## src/rtl/merge_sorter_run_reader.sv

```systemverilog
// Purpose: streams one merge pass out of the sort buffer, merging adjacent sorted runs of length R.
// Latency: first out_valid 6 cycles after start; then 3 cycles per element (EMIT, FETCH, CAPT).
// Backpressure: out_data/out_valid/out_last hold while out_ready is low; no reads are issued while stalled.
//
// Ports: clock/reset (async, active-low); start, data_length (N), run_length (R) begin a pass;
//        mem_rd/mem_addr/mem_data form a registered read port (data one cycle after mem_rd);
//        out_data/out_valid/out_ready/out_last carry the merged stream; busy spans the pass, done pulses at its end.
// Option: define MERGE_READER_DESCENDING_EN for a descending merge (ties still go to run A).
module merge_sorter_run_reader #(
  parameter int DATA_WIDTH      = 16,
  parameter int MAX_SORT_LENGTH = 256
) (
  input  logic                               clock,
  input  logic                               reset,
  input  logic                               start,
  input  logic [$clog2(MAX_SORT_LENGTH)-1:0] data_length,
  input  logic [$clog2(MAX_SORT_LENGTH):0]   run_length,
  output logic                               mem_rd,
  output logic [$clog2(MAX_SORT_LENGTH)-1:0] mem_addr,
  input  logic [DATA_WIDTH-1:0]              mem_data,
  output logic [DATA_WIDTH-1:0]              out_data,
  output logic                               out_valid,
  input  logic                               out_ready,
  output logic                               out_last,
  output logic                               busy,
  output logic                               done
);
  localparam int AW = $clog2(MAX_SORT_LENGTH);
  localparam logic [AW:0]   ONE_P = 1;
  localparam logic [AW-1:0] ONE_N = 1;

  typedef enum logic [2:0] {
    S_IDLE, S_SETUP, S_FETCH_A, S_CAPT_A, S_FETCH_B, S_CAPT_B, S_EMIT, S_FIN
  } state_t;

  state_t                state;
  logic [AW-1:0]         n_len;
  logic [AW:0]           r_len;
  logic [AW:0]           base, ia, ib, end_a, end_b;
  logic [DATA_WIDTH-1:0] head_a, head_b;
  logic                  a_v, b_v;
  logic                  refill_side;
  logic                  sel_a_q;
  logic [AW-1:0]         out_cnt;

  // Run bounds are summed one bit wider so that base+2R cannot wrap before the min with N.
  logic [AW+1:0] n_wide, sum_a, sum_b;
  logic [AW:0]   bnd_a, bnd_b;
  assign n_wide = {2'b00, n_len};
  assign sum_a  = {1'b0, base} + {1'b0, r_len};
  assign sum_b  = sum_a + {1'b0, r_len};
  assign bnd_a  = (sum_a < n_wide) ? sum_a[AW:0] : n_wide[AW:0];
  assign bnd_b  = (sum_b < n_wide) ? sum_b[AW:0] : n_wide[AW:0];

  logic [AW:0] ia_nx, ib_nx;
  logic        rd_a_nx, rd_b_nx;
  logic        cap_a, cap_b;
  assign ia_nx   = ia + ONE_P;
  assign ib_nx   = ib + ONE_P;
  assign rd_a_nx = ia_nx < end_a;
  assign rd_b_nx = ib_nx < end_b;
  // Pointers do not move between FETCH and CAPT, so the same compare tells CAPT whether a read was issued.
  assign cap_a   = ia < end_a;
  assign cap_b   = ib < end_b;

  // Head/flag values as they will be after this cycle's capture; the output register is loaded from
  // these on entry to EMIT so that out_* are registered yet valid in the first EMIT cycle.
  logic                  nav, nbv;
  logic [DATA_WIDTH-1:0] nha, nhb;
  always_comb begin
    nav = a_v;
    nha = head_a;
    nbv = b_v;
    nhb = head_b;
    if (state == S_CAPT_A) begin
      nav = cap_a;
      if (cap_a) nha = mem_data;
    end
    if (state == S_CAPT_B) begin
      nbv = cap_b;
      if (cap_b) nhb = mem_data;
    end
  end

  logic sel_a;
`ifdef MERGE_READER_DESCENDING_EN
  assign sel_a = nav & (~nbv | (nha >= nhb));
`else
  assign sel_a = nav & (~nbv | (nha <= nhb));
`endif

  logic emit_last;
  assign emit_last = (out_cnt == (n_len - ONE_N));

  always_ff @(posedge clock or negedge reset) begin
    if (!reset) begin
      state       <= S_IDLE;
      n_len       <= '0;
      r_len       <= '0;
      base        <= '0;
      ia          <= '0;
      ib          <= '0;
      end_a       <= '0;
      end_b       <= '0;
      head_a      <= '0;
      head_b      <= '0;
      a_v         <= 1'b0;
      b_v         <= 1'b0;
      refill_side <= 1'b0;
      sel_a_q     <= 1'b0;
      out_cnt     <= '0;
      mem_rd      <= 1'b0;
      mem_addr    <= '0;
      out_data    <= '0;
      out_valid   <= 1'b0;
      out_last    <= 1'b0;
      busy        <= 1'b0;
      done        <= 1'b0;
    end else begin
      case (state)
        S_IDLE: begin
          done <= 1'b0;
          if (start) begin
            n_len   <= data_length;
            r_len   <= run_length;
            base    <= '0;
            out_cnt <= '0;
            busy    <= 1'b1;
            state   <= S_SETUP;
          end
        end
        S_SETUP: begin
          end_a       <= bnd_a;
          end_b       <= bnd_b;
          ia          <= base;
          ib          <= bnd_a;
          refill_side <= 1'b0;
          mem_rd      <= base < bnd_a;
          if (base < bnd_a) mem_addr <= base[AW-1:0];
          state       <= S_FETCH_A;
        end
        S_FETCH_A: begin
          mem_rd <= 1'b0;
          state  <= S_CAPT_A;
        end
        S_FETCH_B: begin
          mem_rd <= 1'b0;
          state  <= S_CAPT_B;
        end
        S_CAPT_A, S_CAPT_B: begin
          a_v    <= nav;
          head_a <= nha;
          b_v    <= nbv;
          head_b <= nhb;
          if (state == S_CAPT_A && !refill_side) begin
            // Initial fill of a run pair: fetch the B head next.
            mem_rd <= cap_b;
            if (cap_b) mem_addr <= ib[AW-1:0];
            state  <= S_FETCH_B;
          end else begin
            sel_a_q   <= sel_a;
            out_valid <= nav | nbv;
            out_data  <= sel_a ? nha : nhb;
            out_last  <= (nav | nbv) & emit_last;
            state     <= S_EMIT;
          end
        end
        S_EMIT: begin
          if (!a_v && !b_v) begin
            // Run pair exhausted: advance to the next pair or finish the pass.
            base <= sum_b[AW:0];
            if (sum_b >= n_wide) begin
              done  <= 1'b1;
              busy  <= 1'b0;
              state <= S_FIN;
            end else begin
              state <= S_SETUP;
            end
          end else if (out_ready) begin
            out_valid   <= 1'b0;
            out_last    <= 1'b0;
            out_cnt     <= out_cnt + ONE_N;
            refill_side <= 1'b1;
            if (sel_a_q) begin
              ia     <= ia_nx;
              mem_rd <= rd_a_nx;
              if (rd_a_nx) mem_addr <= ia_nx[AW-1:0];
              state  <= S_FETCH_A;
            end else begin
              ib     <= ib_nx;
              mem_rd <= rd_b_nx;
              if (rd_b_nx) mem_addr <= ib_nx[AW-1:0];
              state  <= S_FETCH_B;
            end
          end
        end
        S_FIN: begin
          done  <= 1'b0;
          state <= S_IDLE;
        end
        default: state <= S_IDLE;
      endcase
    end
  end
endmodule
```

## config.mk

```make
export PLATFORM = sky130hd
export DESIGN_NAME = merge_sorter_run_reader
export DESIGN_NICKNAME = d
export VERILOG_FILES = /design/src/rtl/merge_sorter_run_reader.sv
export SDC_FILE = /design/constraint.sdc
export NUM_CORES = 1
export LEC_CHECK = 0
export CORE_MARGIN = 3
export CORE_UTILIZATION = 56
export CTS_BUF_LIST = sky130_fd_sc_hd__clkbuf_4
export DETAILED_ROUTE_END_ITERATION = 6
export PLACE_DENSITY = 0.88
export SLEW_MARGIN = 20
export SYNTH_ARGS = -nofsm -noshare
export SYNTH_HDL_FRONTEND = slang
export SYNTH_SLANG_ARGS = --single-unit
export TNS_END_PERCENT = 100
```

## constraint.sdc

```tcl
create_clock -name clock -period 6.8 [get_ports clock]
set_input_delay 1.7 -clock clock [delete_from_list [all_inputs] [get_ports clock]]
set_output_delay 1.7 -clock clock [all_outputs]
set_load 0.01 [all_outputs]
```

==> results.yml <==
setup_path:
  start_kind: "flip-flop"
  crit_arrival_ns: 6.09
  r2r-end: "mem_addr[7]"
  path_delay_family: "compound AO/OA/AOI/OAI gates"
  regToRegStartpoint: "base[0]"
  cp_max_fo: 9
  r2r_cells: 24
  cpPeakStageDelay_ns: 0.49
  r2r_setup_slack_ns: 1.21
  cp-end-kind: "flip-flop"
  critPathKind: "reg -> reg"
  path_cells: "ha_1 > fa_1 > nand2_1 > a21oi_1 > nor2_1 > nor2_1 > nor2_1 > xnor2_1 > ha_1 > and4_1 > nand3_1 > o21bai_1 > nor4_2 > buf_4 > mux2i_1 > ha_1 > a21o_1 > a21o_1 > a21oi_1 > or3_1 > o21ai_0 > a311o_2 > a21oi_4 > mux2_2"
  worst_path_max_delay_cell: "dfrtp_1"
  critPathRequiredTime_ns: 7.30
  crit_cells: 24
  path_buf_inv: 1
yosys:
  synth-simple-area-share: 0.141
  yosys-mux-area-fraction: 0.0901
  yosysUniqueCellTypes: 66
  syn_area_um2: 9140
  synthCells: 970
  synth_area_leader_cell: "dfrtp_1"
  ys.flop_type: "dfrtp_1"
  syn_nets: 1104
  synth_xor_area_frac: 0.0383
  synth-edff-count: 0
  synth_top_area_frac: 0.378
  synth-compound-area-share: 0.175
  syn_avg_cell_area_um2: 9.42
  ys_seq_area_frac: 0.378
  ys_ff_latch: 138
  synthTopCellsByArea: "dfrtp_1, ha_1, mux2_2"
  synth_top_family_by_area: "compound AO/OA/AOI/OAI gates"
  yosys_warnings: 0
  yosys.area_share.adder: 0.134
  async_flop_share: 1.00
timing:
  setup_tns_ns: 0
  timing.slew.headroom: 0.396
  max_freq_mhz: 179
  tightest_slew_ns: 0.904
  min_period_ns: 5.59
  clock_skew_ns: 0.0170
  finalHoldViolCount: 0
  fin_crit_sh: 0.822
  whs_ns: 0.510
  maxSlewViolCount: 0
  rsz0062_at_grt: "no"
  finalSetupViolCount: 0
detailed_routing:
  drt-pass1-iter-count: 6
  viasPerCell: 6.17
  drt_wl_total_um: 23700
  drt_iter0_drc: 790
  wl_per_cell_um: 19.0
  final_antenna_net_count: 0
  drc: 0
  vias: 7716
clock_network:
  clk_pin_slew_ns: 0.13
  cts_tree: "built"
  h-tree-depth: 4
  cts_num_sinks: 138
  cts_resized: 0
  clock_latency_ns: 0.61
  root_buffer: "clkbuf_4"
  cts_buffers: 17
  cts_hold_buf: 0
  post_cts_buffers: 0
  cts_buffer_depth: 2
place:
  io_buffers: 65
  gp_congestion: 0.929
  hpwl_um: 17300
final_layout:
  multi_input_area_um2: 5310
  fillers: 1271
  drive_above_1_share: 0.0987
  area_growth_pct: 11.4
  ff_latch_area_um2: 3450
  fin_util: 0.639
  nets: 1155
global_route:
  grt_max_degree: 83
  grt_first_pass_wirelength_um: 38800
  grt.total_usage: 0.272
  antenna_found_initial: 1
  grt_overflow_total: 0
  grt_pass1_vias: 7650
floorplan:
  fp.dieArea_um2: 17900
  die_h_um: 134
  rows: 46
  io_pins: 66
  initial_core_util: 0.573
  core_um2: 15900
  die_x_um: 134
run_status:
  status: "finished, final reports clean"
worst_hold_path:
  hold_class: "reg -> reg"
  min_from: "busy"
  worstHoldPathCells: 1
  min_to: "busy"
job:
  maxCapViolations: 0
==> registers in the layout, summed over array words and instances, names as in the netlist, 9 cells and up <==
register and flops:
head_a 16, head_b 16, out_data 16, base 9, end_a 9, end_b 9, ia 9, ib 9
r_len 9
==> cells in the mapped netlist, types with 16 or more instances <==
master,instances
nand3_1,38
mux2i_1,35
xnor2_1,21
dfrtp_1,138
o32ai_1,16
xor2_1,19
ha_1,95
nand2_1,93
mux2_2,42
o21ai_0,75
nor2_1,63
clkbuf_1,31
a21oi_1,57
inv_1,55
a31oi_1,21
==> per-stage QoR <==
step / area (µm²) / std cells / setup slack (ns)
global route: 10200 / 1250 / 0.835
floorplan: 9140 / 970 / 1.98
global placement: 9930 / 1218 / 1.53
finish: 10200 / 1250 / 1.21
CTS: 10200 / 1249 / 1.30
detailed placement: 9930 / 1218 / 1.36
==> logic make-up after synthesis <==
logic type / count (synthesis)
AOI/OAI and AO/OA: 250
xor gates and xnor gates: 40
adders and majority gates: 97
buffers and inverters: 95
DFF: 138
muxes: 77
other: 1
and+or+nand+nor: 272
==> how the worst max path moves through the flow <==
| stage | startpoint | to | slack [ns] |
|---|---|---|---|
| 3_5_place_dp | base[0] | mem_addr[7] | 1.36 |
| 3_3_place_gp | base[0] | mem_addr[7] | 1.53 |
| 5_1_grt | base[0] | mem_addr[7] | 0.84 |
| 4_1_cts | base[0] | mem_addr[7] | 1.30 |
| 6_report | base[0] | mem_addr[7] | 1.21 |
| 2_1_floorplan | r_len[0] | mem_addr[0] | 1.98 |
==> worst reg2reg max path: cells and delay by family (launching register included) <==
kind | cells | cell delay (ns)
buf+inv | 1 | 0.23
fa+ha+maj | 4 | 1.09
compound gates | 8 | 1.57
flops | 1 | 0.49
mux | 2 | 0.69
simple gates | 8 | 0.98
xor+xnor | 1 | 0.42
==> layout make-up <==
type,instances,share of cell area
timing repair buffer,72,0.0692
sequential,138,0.339
inverter,55,0.0203
multi-input combinational,737,0.521
clock inverter,13,0.0103
tap,216,0.0265
antenna,1,0.000246
clock buffer,18,0.0133
==> cell usage in the layout (no fill, tap or decap), types with 4 or more instances in the layout <==
cell,count
and4_1,4
mux2i_1,35
and3_1,9
a31oi_1,21
a211oi_1,8
dfrtp_1,138
and2_1,8
o21ai_0,75
nor2_1,63
xor2_1,19
clkbuf_4,18
mux2_2,42
clkinv_1,4
o21a_1,6
nand4_1,9
nor2b_1,11
nor3_1,13
a21o_1,14
o22ai_1,6
clkdlybuf4s50_1,64
ha_1,95
o32ai_1,16
a21oi_1,56
a221o_1,4
xnor2_1,21
nand2_1,93
nand3_1,38
buf_4,7
a22oi_1,9
inv_1,55
==> per-layer routing <==
| metal | GRT usage | vias up | part of all wire |
|---|---|---|---|
| met1 | 0.368 | 3691 | 0.42 |
| met3 | 0.0570 | 69 | 0.082 |
| li1 | - | 3617 | - |
| met2 | 0.424 | 339 | 0.47 |
| met4 | 0.120 | 0 | 0.030 |
| met5 | 0 | - | 0 |
Power is not shown: default switching activity piles up to over one toggle a cycle in this logic, so the estimate is an artifact.
